$ cat src/rtl/bcd_debounce_counter.sv
// Pushbutton front end: 2-FF sync, debounce, press detect and 4-digit packed-BCD counter.
// Define COUNT_DOWN_EN to add the btn_down input and BCD decrement with borrow.
module bcd_debounce_counter #(
    parameter int unsigned DEBOUNCE_CYCLES = 50000,
    parameter int unsigned CNT_W           = 16
) (
    input  logic        clk,
    input  logic        reset,
    input  logic        btn_up,
    input  logic        btn_clr,
`ifdef COUNT_DOWN_EN
    input  logic        btn_down,
`endif
    output logic [15:0] counted,
    output logic        wrap,
    output logic        up_level
);

    localparam int unsigned BtnUp  = 0;
    localparam int unsigned BtnClr = 1;
`ifdef COUNT_DOWN_EN
    localparam int unsigned BtnDown = 2;
    localparam int unsigned NumBtn  = 3;
`else
    localparam int unsigned NumBtn  = 2;
`endif

    // Terminal count: the level flips on the DEBOUNCE_CYCLES-th consecutive differing sample.
    localparam logic [CNT_W-1:0] CntLast = CNT_W'(DEBOUNCE_CYCLES - 1);

    typedef enum logic [1:0] {
        StIdleLow,
        StConfirmHigh,
        StIdleHigh,
        StConfirmLow
    } db_state_e;

    logic [NumBtn-1:0] btn_raw;
    logic [NumBtn-1:0] sync1_q;
    logic [NumBtn-1:0] sync2_q;
    db_state_e         db_state_q [NumBtn];
    logic [CNT_W-1:0]  db_cnt_q   [NumBtn];
    logic [NumBtn-1:0] stable;
    logic [NumBtn-1:0] hist_q;
    logic [NumBtn-1:0] press_q;
    logic [15:0]       counted_q;
    logic              wrap_q;
    logic              up_evt;
    logic              down_evt;

    always_comb begin
        btn_raw         = '0;
        btn_raw[BtnUp]  = btn_up;
        btn_raw[BtnClr] = btn_clr;
`ifdef COUNT_DOWN_EN
        btn_raw[BtnDown] = btn_down;
`endif
    end

    always_ff @(posedge clk) begin
        if (reset) begin
            sync1_q <= '0;
            sync2_q <= '0;
        end else begin
            sync1_q <= btn_raw;
            sync2_q <= sync1_q;
        end
    end

    // Per-button debounce FSM; abandoning a confirm returns to the prior idle level.
    always_ff @(posedge clk) begin
        for (int i = 0; i < NumBtn; i++) begin
            if (reset) begin
                db_state_q[i] <= StIdleLow;
                db_cnt_q[i]   <= '0;
            end else begin
                unique case (db_state_q[i])
                    StIdleLow: begin
                        if (sync2_q[i]) begin
                            db_state_q[i] <= StConfirmHigh;
                            db_cnt_q[i]   <= CNT_W'(1);
                        end else begin
                            db_cnt_q[i]   <= '0;
                        end
                    end
                    StConfirmHigh: begin
                        if (!sync2_q[i]) begin
                            db_state_q[i] <= StIdleLow;
                            db_cnt_q[i]   <= '0;
                        end else if (db_cnt_q[i] == CntLast) begin
                            db_state_q[i] <= StIdleHigh;
                            db_cnt_q[i]   <= '0;
                        end else begin
                            db_cnt_q[i]   <= db_cnt_q[i] + CNT_W'(1);
                        end
                    end
                    StIdleHigh: begin
                        if (!sync2_q[i]) begin
                            db_state_q[i] <= StConfirmLow;
                            db_cnt_q[i]   <= CNT_W'(1);
                        end else begin
                            db_cnt_q[i]   <= '0;
                        end
                    end
                    StConfirmLow: begin
                        if (sync2_q[i]) begin
                            db_state_q[i] <= StIdleHigh;
                            db_cnt_q[i]   <= '0;
                        end else if (db_cnt_q[i] == CntLast) begin
                            db_state_q[i] <= StIdleLow;
                            db_cnt_q[i]   <= '0;
                        end else begin
                            db_cnt_q[i]   <= db_cnt_q[i] + CNT_W'(1);
                        end
                    end
                    default: begin
                        db_state_q[i] <= StIdleLow;
                        db_cnt_q[i]   <= '0;
                    end
                endcase
            end
        end
    end

    always_comb begin
        stable = '0;
        for (int i = 0; i < NumBtn; i++) begin
            stable[i] = (db_state_q[i] == StIdleHigh) || (db_state_q[i] == StConfirmLow);
        end
    end

    // Rising edge of the debounced level only; releases are ignored.
    always_ff @(posedge clk) begin
        if (reset) begin
            hist_q  <= '0;
            press_q <= '0;
        end else begin
            hist_q  <= stable;
            press_q <= stable & ~hist_q;
        end
    end

    function automatic logic [15:0] bcd_step(input logic [15:0] v, input logic down);
        logic [15:0] r;
        logic        carry;
        r     = v;
        carry = 1'b1;
        for (int d = 0; d < 4; d++) begin
            if (carry) begin
                if (!down) begin
                    if (v[4*d +: 4] == 4'd9) begin
                        r[4*d +: 4] = 4'd0;
                    end else begin
                        r[4*d +: 4] = v[4*d +: 4] + 4'd1;
                        carry       = 1'b0;
                    end
                end else begin
                    if (v[4*d +: 4] == 4'd0) begin
                        r[4*d +: 4] = 4'd9;
                    end else begin
                        r[4*d +: 4] = v[4*d +: 4] - 4'd1;
                        carry       = 1'b0;
                    end
                end
            end
        end
        return r;
    endfunction

`ifdef COUNT_DOWN_EN
    assign up_evt   = press_q[BtnUp] & ~press_q[BtnDown];
    assign down_evt = press_q[BtnDown] & ~press_q[BtnUp];
`else
    assign up_evt   = press_q[BtnUp];
    assign down_evt = 1'b0;
`endif

    always_ff @(posedge clk) begin
        if (reset) begin
            counted_q <= 16'h0000;
            wrap_q    <= 1'b0;
        end else begin
            wrap_q <= 1'b0;
            if (press_q[BtnClr]) begin
                counted_q <= 16'h0000;
            end else if (up_evt) begin
                counted_q <= bcd_step(counted_q, 1'b0);
                wrap_q    <= (counted_q == 16'h9999);
            end else if (down_evt) begin
                counted_q <= bcd_step(counted_q, 1'b1);
                wrap_q    <= (counted_q == 16'h0000);
            end
        end
    end

    assign counted  = counted_q;
    assign wrap     = wrap_q;
    assign up_level = stable[BtnUp];

endmodule

$ cat config.mk
export PLATFORM = sky130hd
export DESIGN_NAME = bcd_debounce_counter
export DESIGN_NICKNAME = d
export VERILOG_FILES = /design/src/rtl/bcd_debounce_counter.sv
export SDC_FILE = /design/constraint.sdc
export NUM_CORES = 1
export LEC_CHECK = 0
export CORE_MARGIN = 8
export CORE_UTILIZATION = 30
export CTS_CLUSTER_DIAMETER = 80
export CTS_CLUSTER_SIZE = 10
export DETAILED_ROUTE_END_ITERATION = 10
export PLACE_DENSITY = 0.55
export SLEW_MARGIN = 20
export SYNTH_ARGS = -nofsm -noshare
export SYNTH_HDL_FRONTEND = slang
export SYNTH_SLANG_ARGS = --single-unit
export TNS_END_PERCENT = 100
$ cat constraint.sdc
create_clock -name clk -period 2 [get_ports clk]
set_input_delay 0.6 -clock clk [delete_from_list [all_inputs] [get_ports clk]]
set_output_delay 0.6 -clock clk [all_outputs]
set_load 0.01 [all_outputs]
==> flow_summary.rst, run 1 <==
.. list-table::
   :header-rows: 1

   * - Metric
     - Value
   * - Overall die area
     - 13700 um^2
   * - Detailed route wirelength on metal2
     - 2380 um
   * - Period Utilization, post-route
     - 0.971
   * - Final standard cell utilization of the core
     - 0.386
   * - Wire length of the first global-routing pass
     - 10000 um
   * - Count of inserted antenna diode cells
     - 0
   * - Vias per cell
     - 4.32
   * - Instance area at placement
     - 3710 um^2
   * - Hold slack final
     - 383 ps
   * - Max Cap Viol
     - 0
   * - # hold bufs at CTS
     - 0
   * - Post-route DRC
     - 0
   * - List of cells traversed by the critical path
     - clkdlybuf4s50_1
   * - Total length of routed wires
     - 5640 um
   * - Post-Synth XOR/XNOR Area
     - 0.111
   * - Clock-pin slew on the worst setup and hold paths
     - 70 ps
   * - Shortest period the worst path allows
     - 1940 ps
   * - Met3 Wirelength
     - 275 um
   * - DP Worst Slack
     - -6.19 ps
   * - Worst hold path cell count
     - 1
   * - Most instantiated library cell after synthesis
     - sky130_fd_sc_hd__nor2_1
   * - Cells taking the most area after synthesis
     - sky130_fd_sc_hd__edfxtp_1 35%, sky130_fd_sc_hd__dfxtp_1 16%, sky130_fd_sc_hd__xnor2_1 8.3%
   * - Post-synthesis sequential element count
     - 61
   * - Layout cells sized above 1
     - 0.152
   * - Critical path arrival
     - 1340 ps
   * - Peak clock frequency supported by timing
     - 0.515 GHz
   * - Aggregate global routing overflow
     - 0
   * - Synth cell count leaders
     - 38 x sky130_fd_sc_hd__nor2_1, 36 x sky130_fd_sc_hd__edfxtp_1, 29 x sky130_fd_sc_hd__xnor2_1, 25 x sky130_fd_sc_hd__dfxtp_1
   * - Final net count
     - 382
   * - Number of buffers inserted during clock tree synthesis
     - 9
   * - Count of buffers from port buffering
     - 21
   * - Effective utilization at floorplan
     - 0.302
   * - Wire length on met1
     - 2920 um
   * - Largest fanout of any net on the critical path
     - 4
   * - Post-synthesis compound-gate area fraction
     - 0.0347
   * - Simple-gate share of the synthesized area
     - 0.289
   * - Number of warnings issued by yosys
     - 0
   * - DP HPWL
     - 4170 um
   * - Mux share of post-synthesis cell area
     - 0.0131
   * - Count of endpoints failing hold in the final timing report
     - 0
   * - Num rows
     - 37
   * - Largest family of logic cells by synthesized area
     - simple AND/OR/NAND/NOR gates
   * - Clock skew after layout
     - 9.17 ps
   * - Antenna violations before repair
     - 0
   * - Worst reg2reg path depth
     - 4
   * - Overall fraction of global-route tracks in use
     - 0.0938
   * - Leakage power total
     - 1.42 nW
   * - Final design instance area without fill
     - 3910 um^2
   * - CP Launch Type
     - flip-flop
   * - Async set or reset register ratio after synthesis
     - 0
   * - Source-to-sink clock delay at the later pin of the worst-skew pair
     - 330 ps
   * - Post-detailed-route wirelength per cell
     - 10.9 um
   * - Setup slack after layout
     - 58.1 ps
   * - Slowest CP cell
     - sky130_fd_sc_hd__clkdlybuf4s50_1
   * - Cell area after synthesis
     - 3060 um^2
   * - Number of distinct library cells after synthesis
     - 41
   * - Number of max-slew violations in the final report
     - 0
   * - Detailed-router iteration count before antenna repair
     - 4
   * - Routability Congestion
     - 0.723
   * - Buffer cell driving the clock tree root
     - sky130_fd_sc_hd__clkbuf_8
   * - Area of the core
     - 10100 um^2
   * - Kind of end point of the critical path
     - output port
   * - Number of enable flip-flop cells after synthesis
     - 36
   * - Most common flop cell mapped by yosys
     - sky130_fd_sc_hd__edfxtp_1
   * - Power per unit of standard cell area
     - 788 nW/um^2
   * - CP delay by family, top
     - buffers and inverters
   * - Crit Path Class
     - reg2out
   * - Fraction of post-synthesis cell area in the top cell type by area
     - 0.353
   * - Number of sinks driven by the clock tree
     - 61
   * - Pin count of the biggest net entering global routing
     - 11
   * - Number of buffers on the longest clock path
     - 2
   * - Share of synthesized area occupied by flip-flops and latches
     - 0.516
   * - Register-to-Register Setup Slack
     - 100 ps
   * - Mean Syn Cell Area
     - 10.3 um^2
   * - Required time of the critical path
     - 1400 ps
   * - Startpoint of the worst hold path
     - hist_q[0]
   * - CTS tree
     - done
   * - Yosys top cell by area
     - sky130_fd_sc_hd__edfxtp_1
   * - Min-Delay Endpoint
     - press_q[0]
   * - Initial DRC count
     - 188
   * - Post-Synth Adder-Cell Area
     - 0.00817
   * - Class of the worst hold path
     - reg2reg
   * - Via count of the first global-routing pass
     - 2101
   * - Instance count of the mapped netlist
     - 297
   * - Overall Power
     - 0.00308 W
   * - Area Growth Syn to Fin
     - 27.6%
   * - Number of setup violations in the final report
     - 0
   * - Total I/O pin count
     - 22
   * - Worst path bufs/invs
     - 1
   * - Highest ir drop seen on vdd
     - 0.306 mV
   * - Number of vias after detailed routing
     - 2234
   * - Capture instance of the worst register-to-register path
     - db_state_q[1][1]
   * - Startpoint of the most critical register-to-register path
     - db_cnt_q[1][10]
   * - Horiz. Die Dim
     - 117 um
   * - Top routing layer in use
     - met4
   * - Status
     - finished clean
   * - Post-route antenna net violation count
     - 0
   * - Die Height
     - 117 um
   * - Number of H-tree levels
     - 3
   * - Slowest stage delay, CP
     - 580 ps
-- worst max path at each step --
stage,end,cells past startpoint,startpoint,slack [ps]
2_1_floorplan,db_state_q[1][0],4,db_cnt_q[1][11],70
3_5_place_dp,db_state_q[1][1],4,reset,-6
3_3_place_gp,db_state_q[1][1],4,reset,6
4_1_cts,up_level,1,db_state_q[0][1],0.3
6_report,up_level,1,db_state_q[0][1],60
5_1_grt,up_level,1,db_state_q[0][1],-0.4
-- logic make-up after synthesis --
kind of cell	count (synthesis)
DFF	61
adders and majority gates	2
xor gates and xnor gates	39
buffers and inverters	17
AOI/OAI and AO/OA	19
other	1
muxes	4
and+or+nand+nor	154
-- layout by cell type, fill, tap and decap left out, drive strengths merged, types with 9 or more instances in the layout --
master / n
nor2: 48
edfxtp: 36
conb: 32
xnor2: 29
dfxtp: 25
buf: 24
clkdlybuf4s50: 21
nor2b: 19
nand3: 19
clkbuf: 15
nand2: 13
xor2: 10
nor3: 10
nand4: 9
inv: 9
-- layout make-up --
cell class / instances / area [um^2]
tap: 136 / 170
clock buffer: 15 / 178
sequential: 61 / 1590
fill: 1020 / 6230
multi-input combinational: 250 / 1520
inverter: 9 / 33.8
clock inverter: 1 / 5.00
timing repair buffer: 45 / 415
-- timing repair --
item	CTS	global route
endpoints found under the setup margin	3	4
pin swaps	0	0
setup buffers	0	1
cloned	0	0
resized for setup	3	3
-- stage by stage --
step,TNS [ps],std cells
after floorplan,0,328
after global placement,0,500
after detailed placement,-12.4,500
after CTS,0,516
after global routing,-0.393,517
final,0,517
-- state kept, by name, indices dropped and copies added (netlist names) --
| signal | flops |
|---|---|
| counted | 16 |
| db_cnt_q | 32 |
| db_state_q | 4 |
| hist_q | 2 |
| press_q | 2 |
| sync1_q | 2 |
| sync2_q | 2 |
| wrap | 1 |
-- report_power, final --
group / switching, W / internal (W) / leakage, nW
sequential: 0.000122 / 0.00148 / 0.580
clock: 0.000458 / 0.000560 / 0.0929
combinational: 0.000218 / 0.000244 / 0.742
total: 0.000797 / 0.00228 / 1.42
-- routing by layer --
metal	global-route usage	vias up
li1	-	1173
met1	0.126	1024
met2	0.132	33
met3	0.0308	4
met4	0.0461	0
met5	0	-
Power figures use the tool's default switching activity.
==> run 2: changes to the inputs <==
--- a/config.mk
+++ b/config.mk
@@ -5,12 +5,11 @@
 export SDC_FILE = /design/constraint.sdc
 export NUM_CORES = 1
 export LEC_CHECK = 0
-export CORE_MARGIN = 8
 export CORE_UTILIZATION = 30
 export CTS_CLUSTER_DIAMETER = 80
 export CTS_CLUSTER_SIZE = 10
 export DETAILED_ROUTE_END_ITERATION = 10
-export PLACE_DENSITY = 0.55
+export PLACE_DENSITY = 0.53
 export SLEW_MARGIN = 20
 export SYNTH_ARGS = -nofsm -noshare
 export SYNTH_HDL_FRONTEND = slang
==> constraint.sdc (replaced) <==
create_clock -name clk -period 1.99 [get_ports clk]
set_input_delay 0.597 -clock clk [delete_from_list [all_inputs] [get_ports clk]]
set_output_delay 0.597 -clock clk [all_outputs]
set_load 0.01 [all_outputs]
==> flow_summary.rst, run 2 (synthesis gave the netlist of run 1 again) <==
.. list-table::
   :header-rows: 1

   * - Metric
     - Value
   * - Detailed-router iteration count before antenna repair
     - 4
   * - Shortest period the worst path allows
     - 1960 ps
   * - Die Height
     - 103 um
   * - Power per unit of standard cell area
     - 800 nW/um^2
   * - DP HPWL
     - 4100 um
   * - Instance area at placement
     - 3740 um^2
   * - # hold bufs at CTS
     - 0
   * - Largest fanout of any net on the critical path
     - 3
   * - Slowest CP cell
     - sky130_fd_sc_hd__or4bb_4
   * - Highest ir drop seen on vdd
     - 0.406 mV
   * - Slowest stage delay, CP
     - 570 ps
   * - Critical path arrival
     - 2010 ps
   * - Overall Power
     - 0.00316 W
   * - RSZ-0062 raised after global routing
     - true
   * - Most frequent cells in the layout
     - 38 x sky130_fd_sc_hd__nor2_1, 36 x sky130_fd_sc_hd__edfxtp_1, 32 x sky130_fd_sc_hd__conb_1
   * - Count of inserted antenna diode cells
     - 0
   * - Number of setup violations in the final report
     - 0
   * - Clock skew after layout
     - 4.22 ps
   * - Capture instance of the worst register-to-register path
     - db_state_q[1][0]
   * - Peak clock frequency supported by timing
     - 0.511 GHz
   * - Count of placed standard cells in the final layout, fillers left out
     - 514
   * - Num rows
     - 36
   * - Clock-pin slew on the worst setup and hold paths
     - 70 ps
   * - Final net count
     - 382
   * - Total I/O pin count
     - 22
   * - Overall die area
     - 10600 um^2
   * - Startpoint of the worst hold path
     - hist_q[0]
   * - Startpoint of the most critical register-to-register path
     - db_cnt_q[1][13]
   * - Count of endpoints failing hold in the final timing report
     - 0
   * - CP Launch Type
     - flip-flop
   * - Layout cells sized above 1
     - 0.163
   * - Number of sinks driven by the clock tree
     - 61
   * - Buffer cell driving the clock tree root
     - sky130_fd_sc_hd__clkbuf_8
   * - Via count of the first global-routing pass
     - 2059
   * - Source-to-sink clock delay at the later pin of the worst-skew pair
     - 330 ps
   * - Aggregate global routing overflow
     - 0
   * - Worst hold path cell count
     - 1
   * - Wire length of the first global-routing pass
     - 9430 um
   * - Register with the highest flop count
     - db_cnt_q
   * - Max Cap Viol
     - 0
   * - CTS tree
     - done
   * - Most common library cell in the layout ignoring fill and taps
     - sky130_fd_sc_hd__nor2_1
   * - Final design instance area without fill
     - 3960 um^2
   * - Leakage power total
     - 1.45 nW
   * - Min-Delay Endpoint
     - press_q[0]
   * - Worst reg2reg path depth
     - 4
   * - Max FFs per register
     - 32
   * - Hold slack final
     - 385 ps
   * - Overall fraction of global-route tracks in use
     - 0.118
   * - Status
     - finished clean
   * - Post-detailed-route wirelength per cell
     - 10.9 um
   * - Required time of the critical path
     - 2040 ps
   * - Post-route DRC
     - 0
   * - Effective utilization at floorplan
     - 0.312
   * - Class of the worst hold path
     - reg2reg
   * - Worst setup path startpoint
     - db_cnt_q[1][13]
   * - Count of buffers from port buffering
     - 21
   * - Vias per cell
     - 4.40
   * - Number of buffers on the longest clock path
     - 2
   * - Number of vias after detailed routing
     - 2262
   * - Post-route antenna net violation count
     - 0
   * - Number of placed cells counting well taps
     - 498
   * - Register-to-Register Setup Slack
     - 30 ps
   * - Area Growth Syn to Fin
     - 29.1%
   * - Pin count of the biggest net entering global routing
     - 16
   * - Total length of routed wires
     - 5600 um
   * - Crit Path Class
     - reg2reg
   * - Number of H-tree levels
     - 3
   * - Routability Congestion
     - 0.712
   * - Period Utilization, post-route
     - 0.983
   * - List of cells traversed by the critical path
     - or4bb_4 > nor4_4 > nand3b_4 > o31a_4
   * - Horiz. Die Dim
     - 103 um
   * - Number of buffers inserted during clock tree synthesis
     - 9
   * - Number of max-slew violations in the final report
     - 0
   * - Final standard cell utilization of the core
     - 0.403
   * - Kind of end point of the critical path
     - flip-flop
   * - Antenna violations before repair
     - 0
   * - Initial DRC count
     - 66
   * - Area of the core
     - 9820 um^2
run 2: cell count changes in the layout (fill, tap and decap cells not counted):
cell,before,now
sky130_fd_sc_hd__or4bb_4,0,1
sky130_fd_sc_hd__buf_12,2,4
sky130_fd_sc_hd__dfxtp_1,19,18
sky130_fd_sc_hd__clkinv_2,1,3
sky130_fd_sc_hd__or4bb_1,2,1
sky130_fd_sc_hd__buf_4,22,20
sky130_fd_sc_hd__clkbuf_16,1,2
sky130_fd_sc_hd__o31a_2,1,0
sky130_fd_sc_hd__o31a_4,0,1
sky130_fd_sc_hd__clkbuf_8,10,9
sky130_fd_sc_hd__clkbuf_1,4,2
sky130_fd_sc_hd__dfxtp_2,6,7
run 2: area by class of cell:
class / count / area, um^2
well taps: 133 / 166
clock buffers: 13 / 181
repair buffers: 45 / 440
clock inverters: 3 / 15.0
multi-input cells: 250 / 1530
fillers: 1022 / 5860
flip-flops and latches: 61 / 1590
inverters: 9 / 33.8
run 2: how the worst max path moves through the flow:
stage	slack (ps)	end	depth (start not counted)
2_1_floorplan	60	db_state_q[1][0]	4
3_3_place_gp	2	db_state_q[1][1]	4
3_5_place_dp	-10	db_state_q[1][1]	4
4_1_cts	4	counted[5]	1
5_1_grt	-30	db_cnt_q[1][3]	5
6_report	30	db_state_q[1][0]	4
run 2: stage by stage:
stage,TNS [ps],setup WS [ps]
2_1_floorplan,0,57.1
3_3_place_gp,0,1.70
3_5_place_dp,-37.3,-13.8
4_1_cts,0,3.94
5_1_grt,-241,-29.0
6_report,0,34.7
run 2: what timing repair did:
action	CTS	global route
endpoints found under the hold margin	0	0
endpoints found under the setup margin	2	8
resized for setup	2	7
pin swaps	0	1
setup buffers	0	0
run 2: per-layer routing:
| metal | GRT usage | vias up | routed length (um) |
|---|---|---|---|
| met3 | 0.0380 | 5 | 257 |
| met2 | 0.177 | 37 | 2380 |
| met5 | 0 | - | 0 |
| met1 | 0.154 | 1050 | 2880 |
| li1 | - | 1170 | - |
| met4 | 0.0520 | 0 | 73 |
run 2: critical path, delay by kind of cell, from the launching register on:
family          cells  cell delay (ps)
flops               1              380
simple gates        3             1130
compound gates      1              160
run 2: power breakdown:
| group | switching (W) | internal [W] |
|---|---|---|
| clock | 0.000483 | 0.000599 |
| combinational | 0.000220 | 0.000257 |
| sequential | 0.000121 | 0.00148 |
| total | 0.000824 | 0.00234 |
==> run 3: changes to the inputs <==
--- a/config.mk
+++ b/config.mk
@@ -5,6 +5,7 @@
 export SDC_FILE = /design/constraint.sdc
 export NUM_CORES = 1
 export LEC_CHECK = 0
+export CORE_ASPECT_RATIO = 1.1
 export CORE_UTILIZATION = 30
 export CTS_CLUSTER_DIAMETER = 80
 export CTS_CLUSTER_SIZE = 10
==> constraint.sdc (replaced) <==
create_clock -name clk -period 1.99 [get_ports clk]
set_input_delay 0.398 -clock clk [delete_from_list [all_inputs] [get_ports clk]]
set_output_delay 0.398 -clock clk [all_outputs]
set_load 0.01 [all_outputs]
==> flow_summary.rst, run 3 (synthesis gave the netlist of run 1 again) <==
.. list-table::
   :header-rows: 1

   * - Metric
     - Value
   * - Status
     - finished clean
   * - Count of inserted antenna diode cells
     - 0
   * - CP Launch Type
     - flip-flop
   * - Worst path bufs/invs
     - 0
   * - Power per unit of standard cell area
     - 794 nW/um^2
   * - Initial DRC count
     - 62
   * - Highest ir drop seen on vdd
     - 0.311 mV
   * - Layout cells sized above 1
     - 0.152
   * - Area Growth Syn to Fin
     - 27.7%
   * - Required time of the critical path
     - 2060 ps
   * - Class of the worst hold path
     - reg2reg
   * - Slowest stage delay, CP
     - 570 ps
   * - Final net count
     - 382
   * - Max FFs per register
     - 32
   * - CTS tree
     - done
   * - Clock skew after layout
     - 7.53 ps
   * - Met3 capacity usage during global routing
     - 0.0226
   * - Shortest period the worst path allows
     - 1910 ps
   * - Detailed-router iteration count before antenna repair
     - 6
   * - Met2 global-route usage
     - 0.177
   * - Sum of negative setup slack
     - 0 ps
   * - Number of buffers on the longest clock path
     - 2
   * - Critical path arrival
     - 1980 ps
   * - Horiz. Die Dim
     - 98.4 um
   * - List of cells traversed by the critical path
     - or4bb_4 > nor4_4 > nand3b_4 > o31a_4
   * - Kind of end point of the critical path
     - flip-flop
   * - GRT busiest layer
     - met2
   * - Vias per cell
     - 4.48
   * - Via count of the first global-routing pass
     - 2078
   * - Number of placed cells counting well taps
     - 481
   * - Effective utilization at floorplan
     - 0.310
   * - Antenna violations before repair
     - 0
   * - Peak clock frequency supported by timing
     - 0.523 GHz
   * - Total length of routed wires
     - 5390 um
   * - # hold bufs at CTS
     - 0
   * - Final standard cell utilization of the core
     - 0.396
   * - Max Cap Viol
     - 0
   * - Overall die area
     - 10600 um^2
   * - Setup slack after layout
     - 78.9 ps
   * - Number of H-tree levels
     - 3
   * - Source-to-sink clock delay at the later pin of the worst-skew pair
     - 350 ps
   * - Post-route DRC
     - 0
   * - Overall Power
     - 0.00311 W
   * - Count of buffers from port buffering
     - 21
   * - Number of vias after detailed routing
     - 2242
   * - Wire length of the first global-routing pass
     - 9370 um
   * - DP HPWL
     - 3850 um
   * - Leakage power total
     - 1.43 nW
   * - Total of fill cells in the finished design
     - 1024
   * - Met1 track demand over resource
     - 0.143
   * - DP Worst Slack
     - 61.4 ps
   * - CP delay by family, top
     - simple AND/OR/NAND/NOR gates
   * - Die Height
     - 108 um
   * - Number of sinks driven by the clock tree
     - 61
   * - Register with the highest flop count
     - db_cnt_q
   * - Num rows
     - 38
   * - Post-detailed-route wirelength per cell
     - 10.8 um
   * - Slowest CP cell
     - sky130_fd_sc_hd__or4bb_4
   * - Pin count of the biggest net entering global routing
     - 16
   * - Routability Congestion
     - 0.730
   * - Count of placed standard cells in the final layout, fillers left out
     - 501
   * - Period Utilization, post-route
     - 0.960
   * - Buffer cell driving the clock tree root
     - sky130_fd_sc_hd__clkbuf_8
   * - Count of endpoints failing hold in the final timing report
     - 0
   * - Area of the core
     - 9890 um^2
   * - Largest fanout of any net on the critical path
     - 3
   * - Most frequent cells in the layout
     - 37 x sky130_fd_sc_hd__nor2_1, 36 x sky130_fd_sc_hd__edfxtp_1, 32 x sky130_fd_sc_hd__conb_1
   * - Number of setup violations in the final report
     - 0
   * - Crit Path Class
     - reg2reg
   * - Aggregate global routing overflow
     - 0
   * - Most common library cell in the layout ignoring fill and taps
     - sky130_fd_sc_hd__nor2_1
   * - Number of max-slew violations in the final report
     - 0
   * - Post-route antenna net violation count
     - 0
   * - Number of buffers inserted during clock tree synthesis
     - 9
   * - Overall fraction of global-route tracks in use
     - 0.115
   * - Total I/O pin count
     - 22
   * - Clock-pin slew on the worst setup and hold paths
     - 70 ps
## run 3: cell counts in the layout (fill, tap and decap cells not counted)
Identical to the previous run, type by type.
## run 3: report_power, final
group	total [W]	switching, W	leakage (nW)	internal [W]
logic	0.000447	0.000211	0.753	0.000237
clock network	0.00105	0.000493	0.0985	0.000561
registers	0.00161	0.000123	0.577	0.00148
total	0.00311	0.000827	1.43	0.00228
## run 3: repair_timing
item / in CTS / in global routing
gates resized for setup: 0 / 5
endpoints found under the setup margin: 0 / 5
buffers inserted: 0 / 4
## run 3: worst register-to-register path: cells and delay by family, from the launching register on
kind             cells  cell delay (ps)
AND/OR/NAND/NOR      3             1090
AO/OA/AOI/OAI        1              160
flip-flops           1              390
## run 3: final cells by class
class	count	area, um^2	area share
timing repair buffer	45	415	0.106
clock inverter	3	18.8	0.00480
multi-input combinational	250	1540	0.394
inverter	9	33.8	0.00863
clock buffer	13	170	0.0435
sequential	61	1580	0.404
tap	120	150	0.0384
## run 3: path summary, 6_finish.rpt
kind | start | end | slack [ps] | cells after the start
worst max-delay path | db_cnt_q[1][12] | db_state_q[1][1] | 80 | 4
worst min-delay path | hist_q[1] | press_q[1] | 380 | 1
worst max register to register | db_cnt_q[1][12] | db_state_q[1][1] | 80 | 4
worst min register to register | hist_q[1] | press_q[1] | 380 | 1
## run 3: stage by stage
step	cell area [um^2]	hold WS (ps)
global placement	3670	373
detailed placement	3670	378
CTS	3860	375
global route	3910	397
finish	3910	375
floorplan	3180	367
## run 3: metal layers
layer | wire length [um] | part of all wire
met4 | 178 | 0.033
met1 | 2660 | 0.49
met5 | 0 | 0
met2 | 2400 | 0.45
met3 | 156 | 0.029
